File: config.mk
export PLATFORM = sky130hd
export DESIGN_NAME = dram_ld_ctrl
export DESIGN_NICKNAME = d
export VERILOG_FILES = /design/src/rtl/dram_ld_ctrl.sv
export SDC_FILE = /design/constraint.sdc
export NUM_CORES = 1
export LEC_CHECK = 0
export BUFFER_PORTS_ARGS = -buffer_cell sky130_fd_sc_hd__buf_2
export CORE_MARGIN = 2
export CORE_UTILIZATION = 54
export DETAILED_ROUTE_END_ITERATION = 10
export PLACE_DENSITY = 0.85
export RECOVER_POWER = 100
export SLEW_MARGIN = 0
export SYNTH_ARGS = -nofsm -noshare
export SYNTH_HDL_FRONTEND = slang
export SYNTH_SLANG_ARGS = --single-unit
File: constraint.sdc
create_clock -name clk -period 4.78 [get_ports clk]
set_input_delay 0.239 -clock clk [delete_from_list [all_inputs] [get_ports clk]]
set_output_delay 0.239 -clock clk [all_outputs]
set_load 0.01 [all_outputs]
File: src/rtl/dram_ld_ctrl.sv
// dram_ld_ctrl: DRAM-to-SRAM load controller.
// Accepts one load command, issues a single AXI INCR read burst, then packs
// pairs of 64-bit read beats into 128-bit SRAM lines at consecutive line addresses.
// A trailing odd beat is written as a zero-extended half line.
// The optional read-ID check is enabled by defining DRAM_LD_CTRL_RID_CHK_EN.
// When it is enabled, beats whose rid does not match the command id are dropped and flagged.
// Reset input rst_n is synchronous and active-high despite its name.
module dram_ld_ctrl (
    input  logic         clk,
    input  logic         rst_n,
    input  logic         cmd_vld,
    input  logic [7:0]   cmd_id,
    input  logic [30:0]  cmd_dram_addr,
    input  logic [7:0]   cmd_len,
    input  logic [2:0]   cmd_size,
    input  logic [11:0]  cmd_sram_addr,
    input  logic [1:0]   cmd_sram_type,
    output logic         cmd_rdy,
    output logic [7:0]   ld_axi_arid,
    output logic [30:0]  ld_axi_araddr,
    output logic [7:0]   ld_axi_arlen,
    output logic [2:0]   ld_axi_arsize,
    output logic [1:0]   ld_axi_arburst,
    output logic         ld_axi_arvld,
    input  logic         axi_ld_arrdy,
    input  logic [7:0]   axi_ld_rid,
    input  logic [63:0]  axi_ld_rdata,
    input  logic [1:0]   axi_ld_rresp,
    input  logic         axi_ld_rlast,
    input  logic         axi_ld_rvld,
    output logic         ld_axi_rrdy,
    output logic         ld_sram_cen,
    output logic         ld_sram_wen,
    output logic [7:0]   ld_sram_addr,
    output logic [127:0] ld_sram_din,
    output logic [1:0]   ld_sram_type,
    output logic         ld_done,
    output logic         ld_err
);

    typedef enum logic [1:0] {
        IDLE = 2'd0,
        ADDR = 2'd1,
        DATA = 2'd2,
        DONE = 2'd3
    } state_t;

    state_t state_reg, state_next;

    // Registered command fields
    logic [7:0]   id_reg;
    logic [30:0]  dram_addr_reg;
    logic [7:0]   len_reg;
    logic [2:0]   size_reg;
    logic [1:0]   type_reg;
    logic [7:0]   line_reg;

    // Beat tracking; bit 0 of the beat counter is the half-line flag
    logic [7:0]   beat_cnt_reg;
    logic [63:0]  hold_reg;
    logic         err_reg;

    // Registered SRAM write port
    logic         sram_cen_reg;
    logic [7:0]   sram_addr_reg;
    logic [127:0] sram_din_reg;
    logic [1:0]   sram_type_reg;

    logic cmd_fire;
    logic ar_fire;
    logic beat_fire;
    logic beat_valid;
    logic beat_use;

    assign cmd_fire  = cmd_vld & cmd_rdy;
    assign ar_fire   = ld_axi_arvld & axi_ld_arrdy;
    assign beat_fire = axi_ld_rvld & ld_axi_rrdy;

`ifdef DRAM_LD_CTRL_RID_CHK_EN
    // Only beats carrying our own id contribute data, count and rlast
    assign beat_valid = (axi_ld_rid == id_reg);
`else
    logic rid_unused;
    assign rid_unused = ^axi_ld_rid;
    assign beat_valid = 1'b1;
`endif

    assign beat_use = beat_fire & beat_valid;

    // State register
    always_ff @(posedge clk) begin
        if (rst_n) begin
            state_reg <= IDLE;
        end else begin
            state_reg <= state_next;
        end
    end

    // Next-state logic
    always_comb begin
        state_next = state_reg;
        case (state_reg)
            IDLE:    if (cmd_fire) state_next = ADDR;
            ADDR:    if (ar_fire) state_next = DATA;
            DATA:    if (beat_use && axi_ld_rlast) state_next = DONE;
            DONE:    state_next = IDLE;
            default: state_next = IDLE;
        endcase
    end

    // State-decoded outputs; AR payload is forced to zero outside ADDR
    always_comb begin
        cmd_rdy        = (state_reg == IDLE);
        ld_axi_arvld   = (state_reg == ADDR);
        ld_axi_rrdy    = (state_reg == DATA);
        ld_done        = (state_reg == DONE);
        ld_err         = (state_reg == DONE) ? err_reg : 1'b0;
        ld_axi_arid    = ld_axi_arvld ? id_reg : 8'd0;
        ld_axi_araddr  = ld_axi_arvld ? dram_addr_reg : 31'd0;
        ld_axi_arlen   = ld_axi_arvld ? len_reg : 8'd0;
        ld_axi_arsize  = ld_axi_arvld ? size_reg : 3'd0;
        ld_axi_arburst = ld_axi_arvld ? 2'b01 : 2'b00;
        ld_sram_cen    = sram_cen_reg;
        ld_sram_wen    = sram_cen_reg;
        ld_sram_addr   = sram_addr_reg;
        ld_sram_din    = sram_din_reg;
        ld_sram_type   = sram_type_reg;
    end

    // Command capture, beat packing, error accumulation and SRAM write staging
    always_ff @(posedge clk) begin
        if (rst_n) begin
            id_reg        <= 8'd0;
            dram_addr_reg <= 31'd0;
            len_reg       <= 8'd0;
            size_reg      <= 3'd0;
            type_reg      <= 2'd0;
            line_reg      <= 8'd0;
            beat_cnt_reg  <= 8'd0;
            hold_reg      <= 64'd0;
            err_reg       <= 1'b0;
            sram_cen_reg  <= 1'b0;
            sram_addr_reg <= 8'd0;
            sram_din_reg  <= 128'd0;
            sram_type_reg <= 2'd0;
        end else begin
            // The write port is a one-cycle strobe; idle value is all zero
            sram_cen_reg  <= 1'b0;
            sram_addr_reg <= 8'd0;
            sram_din_reg  <= 128'd0;
            sram_type_reg <= 2'd0;

            if (cmd_fire) begin
                id_reg        <= cmd_id;
                dram_addr_reg <= cmd_dram_addr;
                len_reg       <= cmd_len;
                size_reg      <= cmd_size;
                type_reg      <= cmd_sram_type;
                line_reg      <= cmd_sram_addr[11:4];
                beat_cnt_reg  <= 8'd0;
                hold_reg      <= 64'd0;
                err_reg       <= 1'b0;
            end

            // Error responses and foreign-id beats are sticky errors
            if (beat_fire && ((axi_ld_rresp != 2'b00) || !beat_valid)) begin
                err_reg <= 1'b1;
            end

            if (beat_use) begin
                // Burst length must agree with the rlast position
                if (axi_ld_rlast && (beat_cnt_reg != len_reg)) begin
                    err_reg <= 1'b1;
                end
                if (!axi_ld_rlast && (beat_cnt_reg == len_reg)) begin
                    err_reg <= 1'b1;
                end
                beat_cnt_reg <= beat_cnt_reg + 8'd1;

                if (beat_cnt_reg[0]) begin
                    // Odd beat completes a line; earlier beat in the low half
                    sram_cen_reg  <= 1'b1;
                    sram_addr_reg <= line_reg;
                    sram_din_reg  <= {axi_ld_rdata, hold_reg};
                    sram_type_reg <= type_reg;
                    line_reg      <= line_reg + 8'd1;
                end else if (axi_ld_rlast) begin
                    // Burst ended on an even beat: flush a half line
                    sram_cen_reg  <= 1'b1;
                    sram_addr_reg <= line_reg;
                    sram_din_reg  <= {64'd0, axi_ld_rdata};
                    sram_type_reg <= type_reg;
                    line_reg      <= line_reg + 8'd1;
                end else begin
                    hold_reg <= axi_ld_rdata;
                end
            end
        end
    end

endmodule
==> flow_metrics.py <==
metrics = {
    "floorplanning": {
        "core_um2": 17960,
        "fp.dieH_um": 139.5,
        "floorplan.initialDensity": 0.5521,
        "die_area_um2": 19470,
        "fp-row-count": 49,
        "io_pins": 341,
        "die_w_um": 139.5,
    },
    "setup_path": {
        "critPathMaxStageDelay_ns": 1.67,
        "path_buf_inv": 2,
        "arrival_ns": 3.83,
        "cp-end-kind": "register",
        "cp_max_fo": 128,
        "critPathRequiredTime_ns": 5.25,
        "path_class": "register to register",
        "critPathSlowestCell": "clkbuf_2",
        "cp-start-kind": "register",
        "crit_path_cell_trace": "inv_1 > ha_1 > nand2_4 > nor3b_1 > clkbuf_2 > a22o_1",
        "crit_family": "buffers and inverters",
    },
    "logic_synthesis": {
        "synth.distinct_cells": 45,
        "syn_area_um2": 9918,
        "synthCells": 1012,
        "syn_nets": 1162,
        "ys.warnings.count": 0,
        "async_flop_share": 0,
        "synth_ff_type": "dfxtp_1",
        "synth_seq_cells": 274,
        "synth-edff-count": 0,
        "yosysSeqAreaShare": 0.5530,
        "syn_area_per_cell_um2": 9.801,
    },
    "sta": {
        "worstMarginPinSlew_ns": 2.293,
        "min_period_over_period": 0.7026,
        "maxSlewHeadroom": -0.5286,
        "clock_skew_ns": 0.01411,
        "finalCriticalPeriod_ns": 3.358,
        "fmax_mhz": 297.8,
        "maxSlewViolCount": 187,
        "rsz0062_at_grt": "no",
        "setup_violations": 0,
        "hold_violations": 0,
        "fin_setup_tns_ns": 0,
    },
    "clock_network": {
        "cts_buffers": 27,
        "cts_tree": "yes",
        "postCtsSetupRepairBufs": 0,
        "htree_levels": 1,
        "clockBufferDepth": 3,
        "postCtsResizedCells": 0,
        "ctsHoldBuffers": 121,
        "cts.sinks": 274,
        "clock_latency_ns": 0.54,
        "cts-root-buf": "clkbuf_16",
        "clk_pin_slew_ns": 0.06,
    },
    "run_status": {
        "status": "complete, but fails checks",
        "failed_checks": "max-capacitance violations, max-slew violations",
    },
    "finish": {
        "fin_nets": 1566,
        "n_fill_cell": 1222,
        "drive_above_1_share": 0.1577,
        "largest_register_ffs": 128,
        "stdcell_count": 1663,
        "seq_area_um2": 5485,
        "syn_to_final_growth_pct": 31.40,
        "multiInputGateArea_um2": 3649,
    },
    "place": {
        "place.gp.congestion": 0.8594,
        "dp_hpwl_um": 15760,
        "portBuffers": 327,
        "dp_cells": 1495,
    },
    "power": {
        "p_per_area_nw_per_um2": 437.7,
        "static-leakage-power_nw": 5.201,
        "ir_drop_mv": 0.3656,
    },
    "routing": {
        "wire_per_inst_um": 18.57,
        "vias": 9193,
        "ant_nets": 0,
        "routed_wl_um": 30890,
        "detail_route.first_pass.iterations": 6,
        "drt_iter0_markers": 753,
        "route.detailed.drc": 0,
        "viasPerCell": 5.528,
    },
    "grt": {
        "grt_util_all_layers": 0.2983,
        "grt_pass1_vias": 9071,
        "grt.overflow.total": 0,
        "grt_antenna_before_repair": 2,
        "grt_pass1_wl_um": 47570,
        "grt_max_degree": 129,
    },
    "run": {
        "drv_cap": 2,
    },
    "worst_hold_path": {
        "min_path_type": "input pin to register",
    },
}
## cell families after synthesis
| kind of cell | after synthesis | synth area share |
|---|---|---|
| buffers and inverters | 86 | 0.04983 |
| flip-flops | 274 | 0.5530 |
| XOR/XNOR | 9 | 0.007948 |
| multiplexers | 3 | 0.003280 |
| adder cells (fa/ha/maj) | 6 | 0.007569 |
| other | 1 | 0.0003781 |
| AND/OR/NAND/NOR | 410 | 0.2353 |
| AO/OA/AOI/OAI | 223 | 0.1427 |
## cells in the final DEF (no fill, tap or decap), types with 27 or more instances in the layout
cell	instances
a21oi_1	128
and2_1	49
dlygate4sd3_1	121
buf_2	170
a22o_1	64
and2_0	76
nand2_1	174
clkbuf_16	27
nand3_1	63
dfxtp_1	274
clkbuf_1	164
## path summary, 6_finish.rpt
kind         slack [ns]                            from                              to  cells past startpoint
min                0.03                cmd_sram_addr[9]          line_reg[5]$_SDFF_PP0_                      3
min reg2reg        0.45  dram_addr_reg[27]$_SDFFE_PP0P_  dram_addr_reg[27]$_SDFFE_PP0P_                      2
max reg2reg        1.42       state_reg[0]$_SDFFE_PP0P_      ld_sram_din[25]$_SDFF_PP0_                      6
max                1.42       state_reg[0]$_SDFFE_PP0P_      ld_sram_din[25]$_SDFF_PP0_                      6
## power breakdown
group	switching (mW)	leakage, nW	internal, mW
Sequential	0.107	2.22	2.44
Clock	0.878	0.430	1.24
Combinational	0.686	2.55	0.352
Total	1.67	5.20	4.03
## layout make-up
class	count	area share
sequential	274	0.4209
multi-input combinational	652	0.2800
timing repair buffer	456	0.2079
clock buffer	40	0.06020
tap	229	0.02199
clock inverter	6	0.007488
inverter	5	0.001440
antenna	1	0.0001920
## per-stage QoR
step | util | total power [mW] | cell area (µm²) | worst slack (ns) | hold slack, ns
floorplan | - | 3.264 | 9918 | 3.026 | 0.3607
global placement | 0.6378 | 3.547 | 11460 | 2.344 | 0.4364
detailed placement | 0.6378 | 3.567 | 11460 | 2.322 | 0.4420
CTS | 0.7543 | 5.724 | 13550 | 2.258 | 0.01722
global route | 0.7255 | 5.910 | 13030 | 1.189 | 0.04692
finish | 0.7255 | 5.704 | 13030 | 1.422 | 0.03366
## tightest hold or removal path: stages
cell and delay, ns:
buf_2 0.08, a22oi_1 0.07, a21oi_1 0.14
## cell usage after synthesis (2+ instances only)
cell / instances / area, µm²
clkbuf_2: 6 / 30.03
mux2_2: 2 / 22.52
buf_1: 9 / 33.78
ha_1: 6 / 75.07
inv_1: 5 / 18.77
clkbuf_1: 25 / 93.84
nand4_1: 8 / 50.05
a22o_1: 64 / 560.5
buf_6: 14 / 157.7
buf_2: 17 / 85.08
or3_1: 2 / 12.51
a211oi_1: 5 / 37.54
and2_1: 125 / 782.0
a31oi_1: 5 / 31.28
a21oi_1: 128 / 640.6
nand2_1: 174 / 653.1
a22oi_1: 3 / 22.52
nand3_2: 60 / 600.6
and3_1: 4 / 25.02
a311oi_1: 2 / 17.52
buf_4: 10 / 75.07
o21ai_0: 10 / 50.05
nand3_1: 4 / 20.02
nor3b_1: 3 / 22.52
xnor2_1: 8 / 70.07
nor2_1: 21 / 78.83
dfxtp_1: 274 / 5485
## layer usage
layer  up-vias  global-route usage  part of all wire
met5         -                   0           0.00036
met4         2              0.1233             0.041
met3       114             0.07571             0.094
met2       544              0.5201              0.49
met1      4322              0.3500              0.37
li1       4211                   -                 -
No activity file was read; power rests on OpenSTA's default activity.
